==> src/rtl/demux2_stream.sv <==
// demux2_stream: routes one valid/ready input stream to two
// single-entry output channels, counting deliveries per channel.
module demux2_stream #(
  parameter int n = 16
) (
  input  logic         clk,
  input  logic         rst_n,
  input  logic [n-1:0] in_data,
  input  logic         in_valid,
  input  logic         in_sel,
  output logic         in_ready,
  output logic [n-1:0] out0_data,
  output logic         out0_valid,
  input  logic         out0_ready,
  output logic [n-1:0] out1_data,
  output logic         out1_valid,
  input  logic         out1_ready,
  output logic [7:0]   cnt0,
  output logic [7:0]   cnt1
);

  logic         full0;
  logic         full1;
  logic [n-1:0] hold0;
  logic [n-1:0] hold1;
  logic         drain0;
  logic         drain1;
  logic         acc;
  logic         acc0;
  logic         acc1;
  logic         room;

  // Ready depends only on the selected channel; it is free
  // when empty or when its word leaves on this same edge.
  always_comb begin
    drain0 = full0 & out0_ready;
    drain1 = full1 & out1_ready;
    room   = in_sel ? (~full1 | drain1) : (~full0 | drain0);
    in_ready = rst_n & room;
    acc  = in_valid & in_ready;
    acc0 = acc & ~in_sel;
    acc1 = acc & in_sel;
  end

  // Channel 0 holding register, full flag and delivery count.
  always_ff @(posedge clk or negedge rst_n) begin
    if (!rst_n) begin
      hold0 <= '0;
      full0 <= 1'b0;
      cnt0  <= 8'd0;
    end else begin
      if (acc0)
        hold0 <= in_data;
      full0 <= acc0 | (full0 & ~drain0);
      if (drain0)
        cnt0 <= cnt0 + 8'd1;
    end
  end

  // Channel 1 holding register, full flag and delivery count.
  always_ff @(posedge clk or negedge rst_n) begin
    if (!rst_n) begin
      hold1 <= '0;
      full1 <= 1'b0;
      cnt1  <= 8'd0;
    end else begin
      if (acc1)
        hold1 <= in_data;
      full1 <= acc1 | (full1 & ~drain1);
      if (drain1)
        cnt1 <= cnt1 + 8'd1;
    end
  end

  assign out0_data  = hold0;
  assign out1_data  = hold1;
  assign out0_valid = full0;
  assign out1_valid = full1;

endmodule

==> config.mk <==
export PLATFORM = sky130hd
export DESIGN_NAME = demux2_stream
export DESIGN_NICKNAME = d
export VERILOG_FILES = /design/src/rtl/demux2_stream.sv
export SDC_FILE = /design/constraint.sdc
export NUM_CORES = 1
export LEC_CHECK = 0
export BUFFER_PORTS_ARGS = -buffer_cell sky130_fd_sc_hd__buf_2
export CAP_MARGIN = 15
export CORE_AREA = 2 2 76 63
export DETAILED_ROUTE_END_ITERATION = 8
export DIE_AREA = 0 0 78 65
export GPL_TIMING_DRIVEN = 0
export PLACE_DENSITY = 0.83
export SETUP_SLACK_MARGIN = 0.02
export SYNTH_ARGS = -nofsm -noshare
export SYNTH_HDL_FRONTEND = slang
export SYNTH_SLANG_ARGS = --single-unit
==> constraint.sdc <==
create_clock -name clk -period 3.15 [get_ports clk]
set_clock_uncertainty 0.15 [all_clocks]
set_input_delay 0.1575 -clock clk [delete_from_list [all_inputs] [get_ports clk]]
set_output_delay 0.1575 -clock clk [all_outputs]
set_load 0.02 [all_outputs]
==> results of run 1 <==
[critical path: cells and delay by family]
| kind | cells | cell delay, ns |
|---|---|---|
| buf+inv | 3 | 1.13 |
| mux | 1 | 0.31 |
| simple gates | 2 | 0.63 |
[area by class of cell]
type	count	area, µm²	area share (%)
well taps	60	75.1	2.65
flip-flops and latches	50	1250	44.1
clock buffers	7	86.3	3.05
repair buffers	92	571	20.1
inverters	1	3.75	0.132
plain buffers	4	56.3	1.99
multi-input cells	79	787	27.8
clock inverters	1	5.00	0.177
[registers in the layout, indices dropped and copies added, names as in the netlist]
register / cells
out0_data: 16
out1_data: 16
cnt0: 8
cnt1: 8
out0_valid: 1
out1_valid: 1
[through the flow]
step / util [%] / setup WS (ns)
after floorplan: - / 1.48
after detailed placement: 57.5 / 0.543
final: 64.4 / 0.954
after CTS: 63.9 / 0.313
after global placement: 57.5 / 0.569
after global routing: 64.4 / 0.801
[final timing paths]
kind	slack, ns	to	startpoint	cells after the start
max in group asynchronous	2.14	cnt0[4]	rst_n	3
min in group asynchronous	0.18	out1_data[14]	rst_n	2
max reg2reg	1.44	out0_data[5]	out0_valid	4
min	0.03	cnt1[0]	out1_ready	3
min reg2reg	0.32	cnt0[7]	cnt0[7]	1
max	0.95	out0_data[5]	rst_n	6
[power by group through the flow]
stage,Clock [mW],Sequential (mW),Combinational [mW]
after floorplan,0,1.08,0.203
after global placement,0,0.905,0.581
after detailed placement,0,0.911,0.597
after CTS,0.391,0.903,0.615
after global routing,0.414,0.924,0.655
final,0.377,0.901,0.612
[cells in the final DEF (no fill, tap or decap), drive strengths merged]
cell type    instances
mux2i                1
xnor2               11
nor2                 2
buf                 77
nand3                2
dfrtp               50
nor3b                1
nor2b                2
inv                  1
ha                   2
nand2                7
nand2b               2
clkbuf               7
or3b                 1
o21ai                1
clkinv               1
mux2                34
and4                 2
dlygate4sd3         19
nand4                5
xor2                 3
and2                 1
and3                 2
[Yosys cell counts (all sizes together)]
cell type   n  share of area [%]
xnor2      11                4.6
nand3       2               0.48
nand2       7                1.3
inv         1               0.18
nand2b      2               0.72
nor3b       1               0.89
xor2        3                1.3
dfrtp      50                 60
mux2i       1               0.48
and4        2               0.83
nor2b       2               0.60
nor2        2               0.36
and2        1               0.30
mux2       34                 22
buf         4                2.7
and3        2               0.60
nand4       5                1.5
o21ai       1               0.24
ha          2                1.2
or3b        1               0.42
[metal layers]
layer  track usage [%]  share of wire [%]  vias up
li1                  -                  -      662
met3              4.60                4.9        5
met1              23.0                 44      682
met5                 0                  0        -
met4              6.36               0.96        0
met2              31.7                 50       44
[kinds of logic after synthesis]
family | Yosys count
mux | 35
compound gates | 1
simple gates | 27
buf+inv | 5
flops | 50
fa+ha+maj | 2
xor+xnor | 14
==> out/results.tsv, run 1 <==
metric	value	unit
outcome	finished clean	
wire_per_inst	14.5	µm
cts_made_buffers	5	
fillCellCount	336	
coreArea	4400	µm²
grt_pass1_wl	7150	µm
synth_cell_types	24	
timing.final.crit_period	2.20	ns
fin_crit_sh	69.7	%
layout.nets	257	
worstMarginPinSlew	0.456	ns
synth_warnings	0	
seq_power_share	47.7	%
htree_num_levels	2	
boundaryPins	73	
internal_power	1.24	mW
firstDrtPassIters	4	
netlist_instances	134	
p_clk_share	20.0	%
critical_path_class	input pin to register	
post_cts_buffers	0	
synth-compound-area-share	0.239	%
max_stage_delay	0.52	ns
crit_chain	dlygate4sd3_1 > buf_2 > nand2_1 > nor3b_4 > buf_12 > mux2_4	
drtIter0Drc	14	
rows	22	
grt_use_total	18.5	%
grt_start_max_net_pins	54	
syn_to_final_growth	35.1	%
postPlaceCellArea	2530	µm²
path_clk_slew	0.09	ns
rsz0062_at_grt	false	
diodes	0	
cp-start-kind	input pin	
synth-adder-area-share	1.19	%
placed_cells	266	
grt_pass1_vias	1462	
muxShareOfSynthArea	22.3	%
grt_antenna_before_repair	0	
initial_core_util	47.6	%
swShare	34.3	%
cts.path.max_buffers	2	
power_density	667	nW/µm²
worstSetupEndpointType	register	
finalSetupViolations	0	
remaining_drc_errors	0	
ir_drop	0.456	mV
clock_latency	0.29	ns
maxCapViolations	0	
grt_overflow_total	0	
required	3.19	ns
cts_sinks	50	
die_x	78	µm
cts_resized	0	
p_leak	1.40	nW
synthesis.area	2100	µm²
clock-root-buffer	clkbuf_8	
synth_top_family_by_area	multiplexers	
post_synth_and_or_nand_nor_area_fraction	7.93	%
p_sw	648	µW
die_h	65	µm
wirelength	4270	µm
ant_nets	0	
slew_headroom	69.5	%
synthXorXnorAreaFrac	5.84	%
crit_fanout	21	
cp_slowest_cell	dlygate4sd3_1	
yosysSeqAreaShare	59.6	%
cts_tree	done	
drive_above_1_share	51.3	%
fmax	0.455	GHz
place_congestion	0.707	
die_area	5070	µm²
postSynthAreaPerCell	15.7	µm²
whs	0.0315	ns
stdcell_area	2840	µm²
power	1.89	mW
port_buffers	72	
hold_class	input pin to register	
slew_violations	0	
hpwl	2920	µm
via_per_inst	4.74	
synth_nets	158	
power_frac_comb	32.4	%
vias	1393	
hold_violations	0	
ctsHoldBuffers	19	
instances_no_fill	294	
cp.arrival	2.23	ns
ys_ff_latch	50	
tns	0	ns
Power figures use the tool's default switching activity.
==> run 2, diff against run 1 <==
--- a/config.mk
+++ b/config.mk
@@ -5,13 +5,14 @@
 export SDC_FILE = /design/constraint.sdc
 export NUM_CORES = 1
 export LEC_CHECK = 0
+export ABC_AREA = 1
 export BUFFER_PORTS_ARGS = -buffer_cell sky130_fd_sc_hd__buf_2
 export CAP_MARGIN = 15
-export CORE_AREA = 2 2 76 63
+export CORE_AREA = 2 2 81 68
 export DETAILED_ROUTE_END_ITERATION = 8
-export DIE_AREA = 0 0 78 65
+export DIE_AREA = 0 0 83 70
 export GPL_TIMING_DRIVEN = 0
-export PLACE_DENSITY = 0.83
+export PLACE_DENSITY = 0.79
 export SETUP_SLACK_MARGIN = 0.02
 export SYNTH_ARGS = -nofsm -noshare
 export SYNTH_HDL_FRONTEND = slang
==> constraint.sdc (replaced) <==
create_clock -name clk -period 1.92 [get_ports clk]
set_clock_uncertainty 0.15 [all_clocks]
set_input_delay 0.096 -clock clk [delete_from_list [all_inputs] [get_ports clk]]
set_output_delay 0.096 -clock clk [all_outputs]
set_load 0.02 [all_outputs]
==> out/results.tsv, run 2 <==
metric	value	unit	change
yosysMostFrequentCell	nand2_1		
p_sw	1.11	mW	+72%
hold_class	input pin to asynchronous set/reset pin		
die_x	83	µm	+6.4%
seq_power_share	47.8	%	about the same
ys.flop_type	dfrtp_1		
crit_start	out1_ready		
layout.nets	366		+42%
final_cell_mix	nand2_1 (85), buf_2 (71), dfrtp_1 (50)		
finalSetupViolations	0		unchanged
ys_top_cells_by_count	nand2_1 (85), dfrtp_1 (50), inv_1 (36), nand4_1 (22), o21ai_0 (17)		
yosysTopAreaCell	dfrtp_1		
p_clk_share	22.0	%	+2.0 points
clock-root-buffer	clkbuf_8		
cts_tree	done		
swShare	37.2	%	+2.9 points
synth_warnings	0		unchanged
violations	negative hold slack		
final_util	56.5	%	-7.9 points
remaining_drc_errors	0		unchanged
coreArea	5130	µm²	+17%
ys_ff_latch	50		unchanged
ys_top_cells_by_area	dfrtp_1 (57%), nand2_1 (15%), nand4_1 (6.3%), inv_1 (6.2%), o21ai_0 (3.9%)		
cts_sinks	50		unchanged
wire_per_inst	12.6	µm	-13%
worstSetupEndpointType	register		
synth_nets	270		+71%
cts.path.max_buffers	2		unchanged
grt_antenna_before_repair	0		unchanged
outcome	complete, but fails checks		
postPlaceCellArea	2610	µm²	+3.2%
whs	-0.333	ns	-0.364 ns
cp.arrival	1.74	ns	-0.49 ns
die_h	70	µm	+7.7%
power_frac_comb	30.2	%	-2.2 points
wirelength	5130	µm	+20%
grt_use_total	18.6	%	+0.10 points
place_congestion	0.758		+7.2%
diodes	0		unchanged
vias	1959		+41%
grt_overflow_total	0		unchanged
synth_edf_count	0		unchanged
synthesis.area	2180	µm²	+3.8%
r2r-start	out1_valid		
synth_cell_types	22		-8.3%
cts_made_buffers	5		unchanged
hold_violations	50		+50
grt_start_max_net_pins	53		-1.9%
p_leak	1.66	nW	+18%
final_common_cell	nand2_1		
stdcell_area	2900	µm²	+2.3%
cp-start-kind	input pin		
required	1.97	ns	-1.22 ns
rows	24		+9.1%
slew_violations	0		unchanged
synthArstFlopShare	100	%	unchanged
timing.final.crit_period	1.69	ns	
tns	0	ns	unchanged
via_per_inst	4.80		+1.3%
drtIter0Drc	64		+50
postLayoutSetupSlackWorst	0.230	ns	-0.724 ns
slew_headroom	56.3	%	-13 points
internal_power	1.88	mW	+51%
crit_fanout	18		-14%
worstMarginPinSlew	0.655	ns	+0.199 ns
netlist_instances	246		+84%
ir_drop	0.500	mV	+9.7%
initial_core_util	42.4	%	-5.2 points
fillCellCount	487		+45%
syn_to_final_growth	33.2	%	
postSynthAreaPerCell	8.85	µm²	-43%
path_clk_slew	0.09	ns	about the same
htree_num_levels	2		unchanged
boundaryPins	73		unchanged
firstDrtPassIters	4		unchanged
rsz0062_at_grt	false		
power_density	1030	nW/µm²	+55%
ant_nets	0		unchanged
critical_path_class	input pin to register		
port_buffers	71		-1.4%
fin_crit_sh	88.0	%	
grt_pass1_vias	1858		+27%
clock_latency	0.30	ns	about the same
fmax	0.592	GHz	
die_area	5810	µm²	+15%
maxCapViolations	0		unchanged
yosysSeqAreaShare	57.5	%	-2.2 points
pre_cts_ws	-0.352	ns	-0.895 ns
grt_pass1_wl	8690	µm	+22%
netlist.area_leader.share	57.5	%	-2.2 points
hpwl	3610	µm	+24%
ctsHoldBuffers	19		unchanged
drive_above_1_share	25.4	%	-26 points
==> run 2: final timing paths <==
kind,slack (ns),cells after the start,end
setup / recovery,0.23,10,out0_data[6]
hold / removal,-0.33,1,cnt1[2]
hold reg to reg,0.32,2,out0_data[1]
setup reg to reg,0.24,7,out0_data[6]
max in group asynchronous,1.52,1,out0_data[12]
min in group clk,0.06,4,out0_data[2]
==> run 2: layer usage <==
| layer | global-route usage, % | routed length, µm | vias to the layer above |
|---|---|---|---|
| met2 | 30.6 | 2480 | 58 |
| met3 | 4.96 | 318 | 5 |
| met4 | 5.46 | 49 | 0 |
| met1 | 24.3 | 2280 | 930 |
| li1 | - | - | 966 |
| met5 | 0 | 0 | - |
==> run 2: cell families after synthesis <==
kind of cell	count (synthesis)	synth area share, %
and+or+nand+nor	124	26.3
AOI/OAI and AO/OA	18	4.25
buffers and inverters	45	8.05
xor gates and xnor gates	7	2.82
adders and majority gates	2	1.15
DFF	50	57.5
==> run 2: area by class of cell <==
class,count,area (µm²),share of cell area [%]
timing repair buffer,90,548,18.9
buffer,7,31.3,1.08
clock buffer,6,82.6,2.85
clock inverter,2,16.3,0.561
tap,65,81.3,2.80
inverter,37,139,4.79
sequential,50,1250,43.1
multi-input combinational,151,751,25.9
==> run 2: worst max-delay path: stages <==
cell,delay (ns)
dlygate4sd3_1,0.52
buf_2,0.11
inv_1,0.04
nand3_1,0.07
nand2_2,0.09
nor2_8,0.28
nand3_4,0.18
buf_4,0.22
nand2_1,0.08
nand2_1,0.05
==> run 2: per-stage QoR <==
step	power [mW]	cells
2_1_floorplan	1.98	246
3_3_place_gp	2.30	382
3_5_place_dp	2.34	382
4_1_cts	3.04	409
5_1_grt	3.20	408
6_report	3.00	408
==> run 2: what timing repair did <==
action	CTS	global route
setup buffers	0	0
hold endpoints to repair	87	50
gates resized for setup	1	0
setup endpoints to repair	12	1
==> run 2: power groups by stage <==
| stage | Combinational (mW) | Sequential (mW) | Clock [mW] |
|---|---|---|---|
| after CTS | 0.920 | 1.43 | 0.687 |
| after detailed placement | 0.890 | 1.45 | 0 |
| after global routing | 1.00 | 1.47 | 0.733 |
| after floorplan | 0.280 | 1.70 | 0 |
| final | 0.906 | 1.43 | 0.658 |
| after global placement | 0.864 | 1.44 | 0 |
